**src/rtl/apb_cmd_master.sv**
```systemverilog
// APB3 requester: turns one valid/ready command into one APB read/write transfer.
// Latency: 3 clocks accept-to-response with zero-wait PREADY, +1 per wait state.
// Backpressure: req_ready low from SETUP until the response cycle; response has none.
module apb_cmd_master #(
  parameter int ADDR_W         = 32,
  parameter int DATA_W         = 32,
  parameter int TIMEOUT_CYCLES = 16
) (
  input  logic              clk,
  input  logic              rst_n,
  input  logic              req_valid,
  output logic              req_ready,
  input  logic              req_write,
  input  logic [ADDR_W-1:0] req_addr,
  input  logic [DATA_W-1:0] req_wdata,
  output logic              rsp_valid,
  output logic [DATA_W-1:0] rsp_rdata,
  output logic              rsp_err,
  output logic              PSEL,
  output logic              PENABLE,
  output logic              PWRITE,
  output logic [ADDR_W-1:0] PADDR,
  output logic [DATA_W-1:0] PWDATA,
  input  logic [DATA_W-1:0] PRDATA,
  input  logic              PREADY,
  input  logic              PSLVERR
);

  typedef enum logic [1:0] {IDLE, SETUP, ACCESS} state_t;

  // Counter only has to reach TIMEOUT_CYCLES-1; keep it at least one bit wide.
  localparam int CNT_W = (TIMEOUT_CYCLES > 1) ? $clog2(TIMEOUT_CYCLES) : 1;
  localparam logic [CNT_W-1:0] CNT_LAST = CNT_W'((TIMEOUT_CYCLES > 0) ? TIMEOUT_CYCLES - 1 : 0);

  state_t           state, state_nxt;
  logic [CNT_W-1:0] cnt;
  logic             accept, complete, abort;

  // State register; asynchronous reset drops PSEL/PENABLE immediately.
  always_ff @(posedge clk or negedge rst_n) begin
    if (!rst_n) state <= IDLE;
    else        state <= state_nxt;
  end

  // Next state and bus-phase outputs decoded from the state register.
  always_comb begin
    state_nxt = state;
    req_ready = 1'b0;
    PSEL      = 1'b0;
    PENABLE   = 1'b0;
    accept    = 1'b0;
    complete  = 1'b0;
    abort     = 1'b0;
    case (state)
      IDLE: begin
        req_ready = 1'b1;
        if (req_valid) begin
          accept    = 1'b1;
          state_nxt = SETUP;
        end
      end
      SETUP: begin
        PSEL      = 1'b1;
        state_nxt = ACCESS;
      end
      ACCESS: begin
        PSEL    = 1'b1;
        PENABLE = 1'b1;
        // A ready on the timeout edge still counts as a normal completion.
        if (PREADY) begin
          complete  = 1'b1;
          state_nxt = IDLE;
        end else if ((TIMEOUT_CYCLES != 0) && (cnt == CNT_LAST)) begin
          abort     = 1'b1;
          state_nxt = IDLE;
        end
      end
      default: state_nxt = IDLE;
    endcase
  end

  // Capture the command; values persist while idle.
  always_ff @(posedge clk or negedge rst_n) begin
    if (!rst_n) begin
      PWRITE <= 1'b0;
      PADDR  <= '0;
      PWDATA <= '0;
    end else if (accept) begin
      PWRITE <= req_write;
      PADDR  <= req_addr;
      PWDATA <= req_wdata;
    end
  end

  // Count ACCESS cycles spent waiting for PREADY.
  always_ff @(posedge clk or negedge rst_n) begin
    if (!rst_n)                          cnt <= '0;
    else if (state == SETUP)             cnt <= '0;
    else if (state == ACCESS && !PREADY) cnt <= cnt + 1'b1;
  end

  // One-cycle response strobe; data and error hold until the next response.
  always_ff @(posedge clk or negedge rst_n) begin
    if (!rst_n) begin
      rsp_valid <= 1'b0;
      rsp_rdata <= '0;
      rsp_err   <= 1'b0;
    end else begin
      rsp_valid <= complete | abort;
      if (complete) begin
        rsp_err   <= PSLVERR;
        rsp_rdata <= PWRITE ? '0 : PRDATA;
      end else if (abort) begin
        rsp_err   <= 1'b1;
        rsp_rdata <= '0;
      end
    end
  end

endmodule

```
**config.mk**
```make
export PLATFORM = sky130hd
export DESIGN_NAME = apb_cmd_master
export DESIGN_NICKNAME = d
export VERILOG_FILES = /design/src/rtl/apb_cmd_master.sv
export SDC_FILE = /design/constraint.sdc
export NUM_CORES = 1
export LEC_CHECK = 0
export CAP_MARGIN = 15
export CORE_ASPECT_RATIO = 1.2
export CORE_MARGIN = 1.5
export CORE_UTILIZATION = 35
export CTS_CLUSTER_SIZE = 12
export DETAILED_ROUTE_END_ITERATION = 7
export MAX_ROUTING_LAYER = met4
export PLACE_DENSITY = 0.69
export RECOVER_POWER = 50
export SLEW_MARGIN = 20
export SYNTH_ARGS = -nofsm -noshare
export SYNTH_HDL_FRONTEND = slang
export SYNTH_SLANG_ARGS = --single-unit
```
**constraint.sdc**
```tcl
create_clock -name clk -period 1.9 [get_ports clk]
set_clock_uncertainty 0.1 [all_clocks]
set_input_delay 0.38 -clock clk [delete_from_list [all_inputs] [get_ports clk]]
set_output_delay 0.38 -clock clk [all_outputs]
set_load 0.05 [all_outputs]
```
==> metrics.md, run 1 <==
| Metric | Value |
|---|---|
| Number of CTS-inserted buffers | 9 |
| Top_reg_cell synth | dfrtp_1 |
| Peak supply drop | 916 µV |
| Remaining DRCs | 0 |
| CP bufs+invs | 3 |
| Synth warnings | 0 |
| CP endpoint | PENABLE |
| Total grt overflow | 0 |
| PostCTS Resize Cnt | 0 |
| Worst path required time | 1.42 ns |
| # IOs | 204 |
| ANT nets after route | 0 |
| Fin area | 0.00615 mm² |
| Slowest cell delay on critical path | 0.40 ns |
| Seq/Total Area, Yosys | 65.3% |
| Final Wtd Congestion | 0.722 |
| R2R Path End | PADDR[25] |
| Post-CTS Hold Buffers | 1 |
| CTS clock-pin slew for the worst setup and hold paths | 0.07 ns |
| Sequential Area | 0.00263 mm² |
| H-tree depth | 3 |
| Crit path kind | reg -> out |
| Gate Count Post-Synth | 248 |
| Final setup viols | 0 |
| Post-Route WL | 9.59 mm |
| Placed insts | 603 |
| Slew headroom | 55.7% |
| EDFF count, synth | 0 |
| # fillers | 1,016 |
| Crit path cell chain | inv_1, ha_2, buf_4, buf_12 |
| Critical path depth in cells | 4 |
| Largest delay contributor family on the critical path | buffers and inverters |
| Ant. Diodes | 0 |
| P&R area growth vs syn | 52.9% |
| CP Max Fanout | 4 |
| Global-route wire length before repair | 15.0 mm |
| Reg2Reg Setup Slack | 0.24 ns |
| Setup repair bufs after CTS | 0 |
| Nets | 567 |
| CTS Root Cell | clkbuf_16 |
| Final Hold Fails | 0 |
| CP startpoint kind | register |
| Max cap viols | 0 |
| Post-route insts no fill | 620 |
| R2R Path Start | state[0] |
| Combined area of the multi-input logic cells | 0.00127 mm² |
| Fin crit share | 95.0% |
| WHS | 0.341 ns |
| Vias in the first global route | 3,010 |
| Largest net degree at the start of global routing | 48 |
| Port bufs | 203 |
| Num Clock Sinks | 105 |
| Critical path arrival | 1.33 ns |
| Mapped cell area | 0.00402 mm² |
| Via/cell ratio | 4.60 |
| Worst Hold Class | in -> async |
| Most frequent cells in the layout | dfrtp_1 (105), clkdlybuf4s50_1 (100), buf_4 (59) |
| Lkg Pwr | 2.73 nW |
| Die width | 101 µm |
| Layout cells sized above 1 | 27.3% |
| Worst-skew pair later-pin latency | 0.34 ns |
| Crit end category | primary output |
| Hpwl dp | 7.36 mm |
| Initial core utilization | 36.1% |
| Yosys reg bits | 105 |
| DP Worst Slack | 0.0682 ns |
| DRT iter0 DRCs | 58 |
| CTS tree | yes |
| Post-DP Area | 0.00605 mm² |
| Die Ht | 120 µm |
| Crit-path slowest cell | dfrtp_1 |
| Setup TNS | 0 ns |
| Status | finished clean |
| R2R cell count | 5 |
| Die area | 0.0122 mm² |
| Row count | 42 |
| Avg Inst Size Synth | 16.2 µm² |
| Commonest non-fill, non-tap cell in the layout | dfrtp_1 |
| Max Clk Rate | 554 MHz |
| DR WL/cell | 15.5 µm |
| Crit path launch | state[0] |
| RSZ-0062 raised after global routing | false |
| Clock period minus worst slack | 1.81 ns |
| Post-Syn Nets | 354 |
| Core Region | 0.0111 mm² |
| GR Util All Layers | 16.5% |
| Initial antenna violation count | 0 |
| Pwr Density | 2030 mW/mm² |
| Slew Viols, Final | 0 |
| Vias | 2,855 |
| Fin worst setup slack | 0.0947 ns |
| Post-synth ARST share | 100% |
| Slew @ Worst Pin | 0.667 ns |
| Max Root-Sink Buffers | 2 |
| Router iterations before antenna repair | 4 |
| Cell variety after synth | 26 |
layout make-up:
type | count | area share (%)
clock buffers | 9 | 3.66
repair buffers | 216 | 28.5
well taps | 154 | 3.13
flip-flops and latches | 105 | 42.7
clock inverters | 7 | 1.24
inverters | 3 | 0.183
multi-input cells | 126 | 20.6
where the power goes:
| group | switching (W) | internal [W] | leakage, nW | total [W] |
|---|---|---|---|---|
| logic | 0.00475 | 0.00209 | 1.30 | 0.00684 |
| registers | 0.000527 | 0.00323 | 1.29 | 0.00376 |
| clock network | 0.000829 | 0.00103 | 0.143 | 0.00186 |
| total | 0.00610 | 0.00636 | 2.73 | 0.0125 |
per-stage QoR:
stage	utilization [%]	total power, W
2_1_floorplan	-	0.00875
3_3_place_gp	54.3	0.0111
3_5_place_dp	54.3	0.0112
4_1_cts	57.1	0.0131
5_1_grt	55.2	0.0130
6_report	55.2	0.0125
state kept, by name, summed over array words and instances (netlist names):
signal     count
state          2
cnt            4
PADDR         32
PWRITE         1
rsp_valid      1
rsp_err        1
PWDATA        32
rsp_rdata     32
cell usage after synthesis, drive strengths merged, types with 2 or more instances:
cell | n | area share, %
dfrtp | 105 | 65
a22o | 32 | 7.0
nor2b | 3 | 0.53
a21oi | 2 | 0.25
nor2 | 6 | 0.62
ha | 4 | 1.2
inv | 3 | 0.28
buf | 14 | 3.1
nand2 | 2 | 0.19
mux2 | 67 | 19
worst min-delay path by stage:
stage | slack, ns | end | startpoint | depth (start not counted)
after detailed placement | 0.17 | PWDATA[24] | rst_n | 1
after global placement | 0.17 | PWDATA[24] | rst_n | 1
after global routing | 0.36 | PWDATA[24] | rst_n | 2
after floorplan | -0.02 | PADDR[0] | rst_n | 0
after CTS | 0.35 | PWDATA[24] | rst_n | 2
final | 0.34 | PWDATA[16] | rst_n | 2
routing by layer:
metal	up-vias	GRT usage, %	share of wire [%]
met1	1405	19.0	40
met4	0	6.95	2.3
li1	1313	-	-
met2	120	28.0	52
met3	17	3.41	5.6
met5	-	-	0
cells by family after synthesis:
kind of cell	Yosys count	synth area share (%)
buf+inv	17	3.42
flops	105	65.3
mux	68	19.1
xor+xnor	2	0.435
compound gates	37	8.05
fa+ha+maj	4	1.24
simple gates	15	2.46
No activity file was read; power rests on OpenSTA's default activity.
==> run 2, diff against run 1 <==
CORE_UTILIZATION = 25   (was 35)
PLACE_DENSITY = 0.63   (was 0.69)
==> metrics.md, run 2 (synthesis gave the netlist of run 1 again) <==
| Metric | Value |
|---|---|
| Status | finished clean |
| Final Hold Fails | 0 |
| Max Clk Rate | 559 MHz |
| Crit end category | primary output |
| Peak supply drop | 854 µV |
| Post-Route WL | 10.5 mm |
| Fin crit share | 94.2% |
| Worst path required time | 1.42 ns |
| Die width | 119 µm |
| Die Ht | 142 µm |
| Max Root-Sink Buffers | 2 |
| Pwr Density | 2040 mW/mm² |
| Largest registers | PADDR: 32 flops, PWDATA: 32 flops, rsp_rdata: 32 flops |
| Largest net degree at the start of global routing | 41 |
| Layout cells sized above 1 | 27.1% |
| DRT iter0 DRCs | 98 |
| RSZ-0062 raised after global routing | false |
| Final Total Pwr | 0.0128 W |
| Via/cell ratio | 4.24 |
| Most frequent cells in the layout | dfrtp_1 (105), clkdlybuf4s50_1 (100), buf_4 (56) |
| WHS | 0.391 ns |
| Ant. Diodes | 0 |
| Setup TNS | 0 ns |
| Post-route insts no fill | 673 |
| Hpwl dp | 7.94 mm |
| Port bufs | 203 |
| Num Clock Sinks | 105 |
| CP startpoint kind | register |
| Vias in the first global route | 3,048 |
| Final setup viols | 0 |
| Slew headroom | 52.9% |
| Clock period minus worst slack | 1.79 ns |
| H-tree depth | 3 |
| Die area | 0.0169 mm² |
| # IOs | 204 |
| Row count | 50 |
| GR Util All Layers | 12.8% |
| Slew @ Worst Pin | 0.706 ns |
| DR WL/cell | 15.6 µm |
| Final Wtd Congestion | 0.684 |
| Lkg Pwr | 2.76 nW |
| Commonest non-fill, non-tap cell in the layout | dfrtp_1 |
| Setup repair bufs after CTS | 0 |
| # fillers | 1,526 |
| CTS tree | yes |
| Finished Core Util | 39.9% |
| ANT nets after route | 0 |
| Nets | 566 |
| Core Region | 0.0157 mm² |
| Initial antenna violation count | 0 |
| Number of CTS-inserted buffers | 9 |
| Worst Hold Class | reg -> reg |
| CTS clock-pin slew for the worst setup and hold paths | 0.07 ns |
| Worst-skew pair later-pin latency | 0.34 ns |
| Slowest cell delay on critical path | 0.41 ns |
| CTS Root Cell | clkbuf_16 |
| P&R area growth vs syn | 55.9% |
| Placed insts | 656 |
| Vias | 2,856 |
| Initial core utilization | 25.6% |
| Router iterations before antenna repair | 4 |
| Global-route wire length before repair | 16.3 mm |
| Crit path kind | reg -> out |
| Crit path cell chain | inv_2, ha_2, buf_4, buf_12 |
| CP Max Fanout | 3 |
| Slew Viols, Final | 0 |
| Max cap viols | 0 |
| Total grt overflow | 0 |
| Remaining DRCs | 0 |
| Crit-path slowest cell | dfrtp_1 |
| Critical path arrival | 1.31 ns |
run 2: changes by cell type in the layout (fill, tap and decap cells not counted), moves of 2 or more:
| cell | change |
|---|---|
| buf_4 | -3 |
| buf_6 | +2 |
| bufinv_16 | +2 |
| clkbuf_4 | -2 |
| clkinvlp_4 | -2 |
| inv_6 | -3 |
run 2: final cells by class:
cell class / count / area (µm²) / area share (%)
Multi-Input combinational cell: 126 / 1270 / 20.2
Clock inverter: 6 / 115 / 1.84
Timing Repair Buffer: 215 / 1760 / 28.1
Tap cell: 208 / 260 / 4.15
Clock buffer: 10 / 229 / 3.65
Sequential cell: 105 / 2630 / 41.9
Inverter: 3 / 11.3 / 0.180
run 2: metrics by stage:
step	setup slack (ns)	instance area, µm²
2_1_floorplan	0.0808	4030
3_3_place_gp	0.0810	6120
3_5_place_dp	0.0589	6120
4_1_cts	0.0540	6480
5_1_grt	0.0405	6270
6_report	0.111	6270
run 2: where the power goes:
part	switching, W	internal [W]
Sequential	0.000555	0.00323
Combinational	0.00477	0.00210
Clock	0.000813	0.00130
run 2: path summary, 6_finish.rpt:
| check | endpoint | from | slack [ns] | cells after the start |
|---|---|---|---|---|
| setup / recovery | PENABLE | state[0] | 0.11 | 4 |
| hold / removal | PADDR[26] | PADDR[26] | 0.39 | 1 |
| setup reg to reg | rsp_rdata[8] | cnt[0] | 0.24 | 5 |
| hold reg to reg | PADDR[26] | PADDR[26] | 0.39 | 1 |
| max in group asynchronous | rsp_rdata[13] | rst_n | 0.36 | 3 |
| min in group asynchronous | PWDATA[11] | rst_n | 0.53 | 2 |
run 2: worst max-delay path, delay by kind of cell (launching register included):
kind / cells / cell delay (ns)
flops: 1 / 0.41
buf+inv: 3 / 0.38
fa+ha+maj: 1 / 0.19
run 2: what timing repair did:
action / in CTS / in global routing
setup endpoints to repair: 0 / 1
hold endpoints to repair: 26 / 0
hold buffers: 1 / 0
gates resized for setup: 0 / 1
run 2: layer usage:
metal	vias to the layer above	track usage (%)	share of wire [%]	wire, µm
met1	1416	14.8	41	4300
li1	1316	-	-	-
met3	14	3.33	6.0	634
met4	0	4.06	1.4	146
met5	-	-	0	0
met2	110	21.8	52	5410
==> run 3, diff against run 2 <==
CORE_MARGIN = default   (was 1.5)
CORE_UTILIZATION = 40   (was 25)
CTS_CLUSTER_DIAMETER = 50   (was default)
PLACE_DENSITY = 0.88   (was 0.63)
==> metrics.md, run 3 (synthesis gave the netlist of run 1 again) <==
| Metric | Value |
|---|---|
| Status | finished clean |
| CP startpoint kind | register |
| Final Hold Fails | 0 |
| Max Clk Rate | 554 MHz |
| Crit end category | primary output |
| Worst-skew pair later-pin latency | 0.34 ns |
| Lkg Pwr | 2.73 nW |
| Num Clock Sinks | 105 |
| Commonest non-fill, non-tap cell in the layout | dfrtp_1 |
| Max cap viols | 0 |
| Number of CTS-inserted buffers | 9 |
| CP Max Fanout | 4 |
| Vias | 2,880 |
| # IOs | 204 |
| Slew @ Worst Pin | 1.07 ns |
| Initial core utilization | 41.6% |
| Die area | 0.0105 mm² |
| WHS | 0.392 ns |
| Layout cells sized above 1 | 27.0% |
| Hpwl dp | 7.55 mm |
| Via/cell ratio | 4.88 |
| Largest delay contributor family on the critical path | flip-flops |
| Row count | 39 |
| DRT iter0 DRCs | 60 |
| Peak supply drop | 1090 µV |
| Critical path arrival | 1.32 ns |
| CTS clock-pin slew for the worst setup and hold paths | 0.07 ns |
| Final Wtd Congestion | 0.779 |
| RSZ-0062 raised after global routing | false |
| Largest net degree at the start of global routing | 62 |
| Post-Route WL | 9.89 mm |
| Clock period minus worst slack | 1.80 ns |
| Ant. Diodes | 0 |
| Vias in the first global route | 3,153 |
| Setup repair bufs after CTS | 0 |
| Router iterations before antenna repair | 4 |
| Crit path kind | reg -> out |
| Setup TNS | 0 ns |
| Initial antenna violation count | 0 |
| Crit-path slowest cell | dfrtp_1 |
| Fin crit share | 94.9% |
| Combined area of the multi-input logic cells | 0.00127 mm² |
| Slew headroom | 28.9% |
| Remaining DRCs | 0 |
| Worst path required time | 1.42 ns |
| Global-route wire length before repair | 15.5 mm |
| Final setup viols | 0 |
| CTS tree | yes |
| Die width | 93.6 µm |
| CP bufs+invs | 3 |
| P&R area growth vs syn | 51.6% |
| Die Ht | 112 µm |
| Crit path cell chain | inv_2, ha_2, buf_4, buf_12 |
| Max Root-Sink Buffers | 2 |
| ANT nets after route | 0 |
| # fillers | 772 |
| GR Util All Layers | 20.1% |
| Slowest cell delay on critical path | 0.41 ns |
| DR WL/cell | 16.8 µm |
| Most frequent cells in the layout | dfrtp_1 (105), clkdlybuf4s50_1 (100), buf_4 (58) |
| Port bufs | 203 |
| Total grt overflow | 0 |
| Pwr Density | 2030 mW/mm² |
| Core Region | 0.00966 mm² |
| Largest registers | PADDR: 32 flops, PWDATA: 32 flops, rsp_rdata: 32 flops |
| CTS Root Cell | clkbuf_16 |
| Worst Hold Class | reg -> reg |
| Nets | 568 |
| Slew Viols, Final | 0 |
| Sequential Area | 0.00263 mm² |
| H-tree depth | 3 |
run 3: cell types whose count changed in the layout (fill, tap and decap cells not counted), sizes merged:
cell	previous run	this run
clkinv	2	3
bufinv	3	0
clkbuf	60	65
inv	4	3
run 3: metrics by stage:
| stage | total power (W) | instance area, µm² | utilization [%] | setup slack [ns] | cells |
|---|---|---|---|---|---|
| after floorplan | 0.00875 | 4030 | - | 0.0808 | 248 |
| after global placement | 0.0110 | 6030 | 62.4 | 0.110 | 573 |
| after detailed placement | 0.0113 | 6030 | 62.4 | 0.0778 | 573 |
| after CTS | 0.0130 | 6320 | 65.4 | 0.0379 | 590 |
| after global routing | 0.0130 | 6100 | 63.1 | 0.0321 | 590 |
| final | 0.0124 | 6100 | 63.1 | 0.0963 | 590 |
run 3: layout make-up:
type                       instances  area share [%]
sequential                       105            43.1
timing repair buffer             217            29.0
multi-input combinational        126            20.8
clock buffer                      13            4.27
tap                              123            2.52
clock inverter                     3           0.246
inverter                           3           0.185
run 3: worst paths after layout:
path / start / end / slack (ns) / depth (start not counted)
max in group asynchronous: rst_n / cnt[0] / 0.27 / 3
worst max register to register: state[0] / PWDATA[29] / 0.26 / 5
worst min-delay path: PADDR[25] / PADDR[25] / 0.39 / 1
worst min register to register: PADDR[25] / PADDR[25] / 0.39 / 1
min in group asynchronous: rst_n / PWDATA[1] / 0.68 / 3
worst max-delay path: state[0] / PENABLE / 0.1 / 4
run 3: routing by layer:
| layer | up-vias | wire [µm] | share of wire (%) | GRT usage (%) |
|---|---|---|---|---|
| li1 | 1322 | - | - | - |
| met1 | 1436 | 3580 | 36 | 20.6 |
| met2 | 113 | 5590 | 57 | 37.1 |
| met3 | 9 | 624 | 6.3 | 4.71 |
| met4 | 0 | 85 | 0.86 | 6.77 |
| met5 | - | 0 | 0 | - |
run 3: repair_timing:
| item | in CTS | in global routing |
|---|---|---|
| gates resized for setup | 0 | 1 |
| hold endpoints to repair | 105 | 0 |
| setup endpoints to repair | 0 | 1 |
| hold buffers | 1 | 0 |
run 3: report_power, final:
| part | internal (W) | switching (W) |
|---|---|---|
| registers | 0.00324 | 0.000567 |
| clock network | 0.000954 | 0.000740 |
| logic | 0.00210 | 0.00479 |
run 3: worst reg2reg max path, delay by kind of cell, from the launching register on:
family / cells / cell delay, ns
adders and majority gates: 1 / 0.24
buffers and inverters: 2 / 0.29
DFF: 1 / 0.41
muxes: 1 / 0.36
and+or+nand+nor: 1 / 0.12
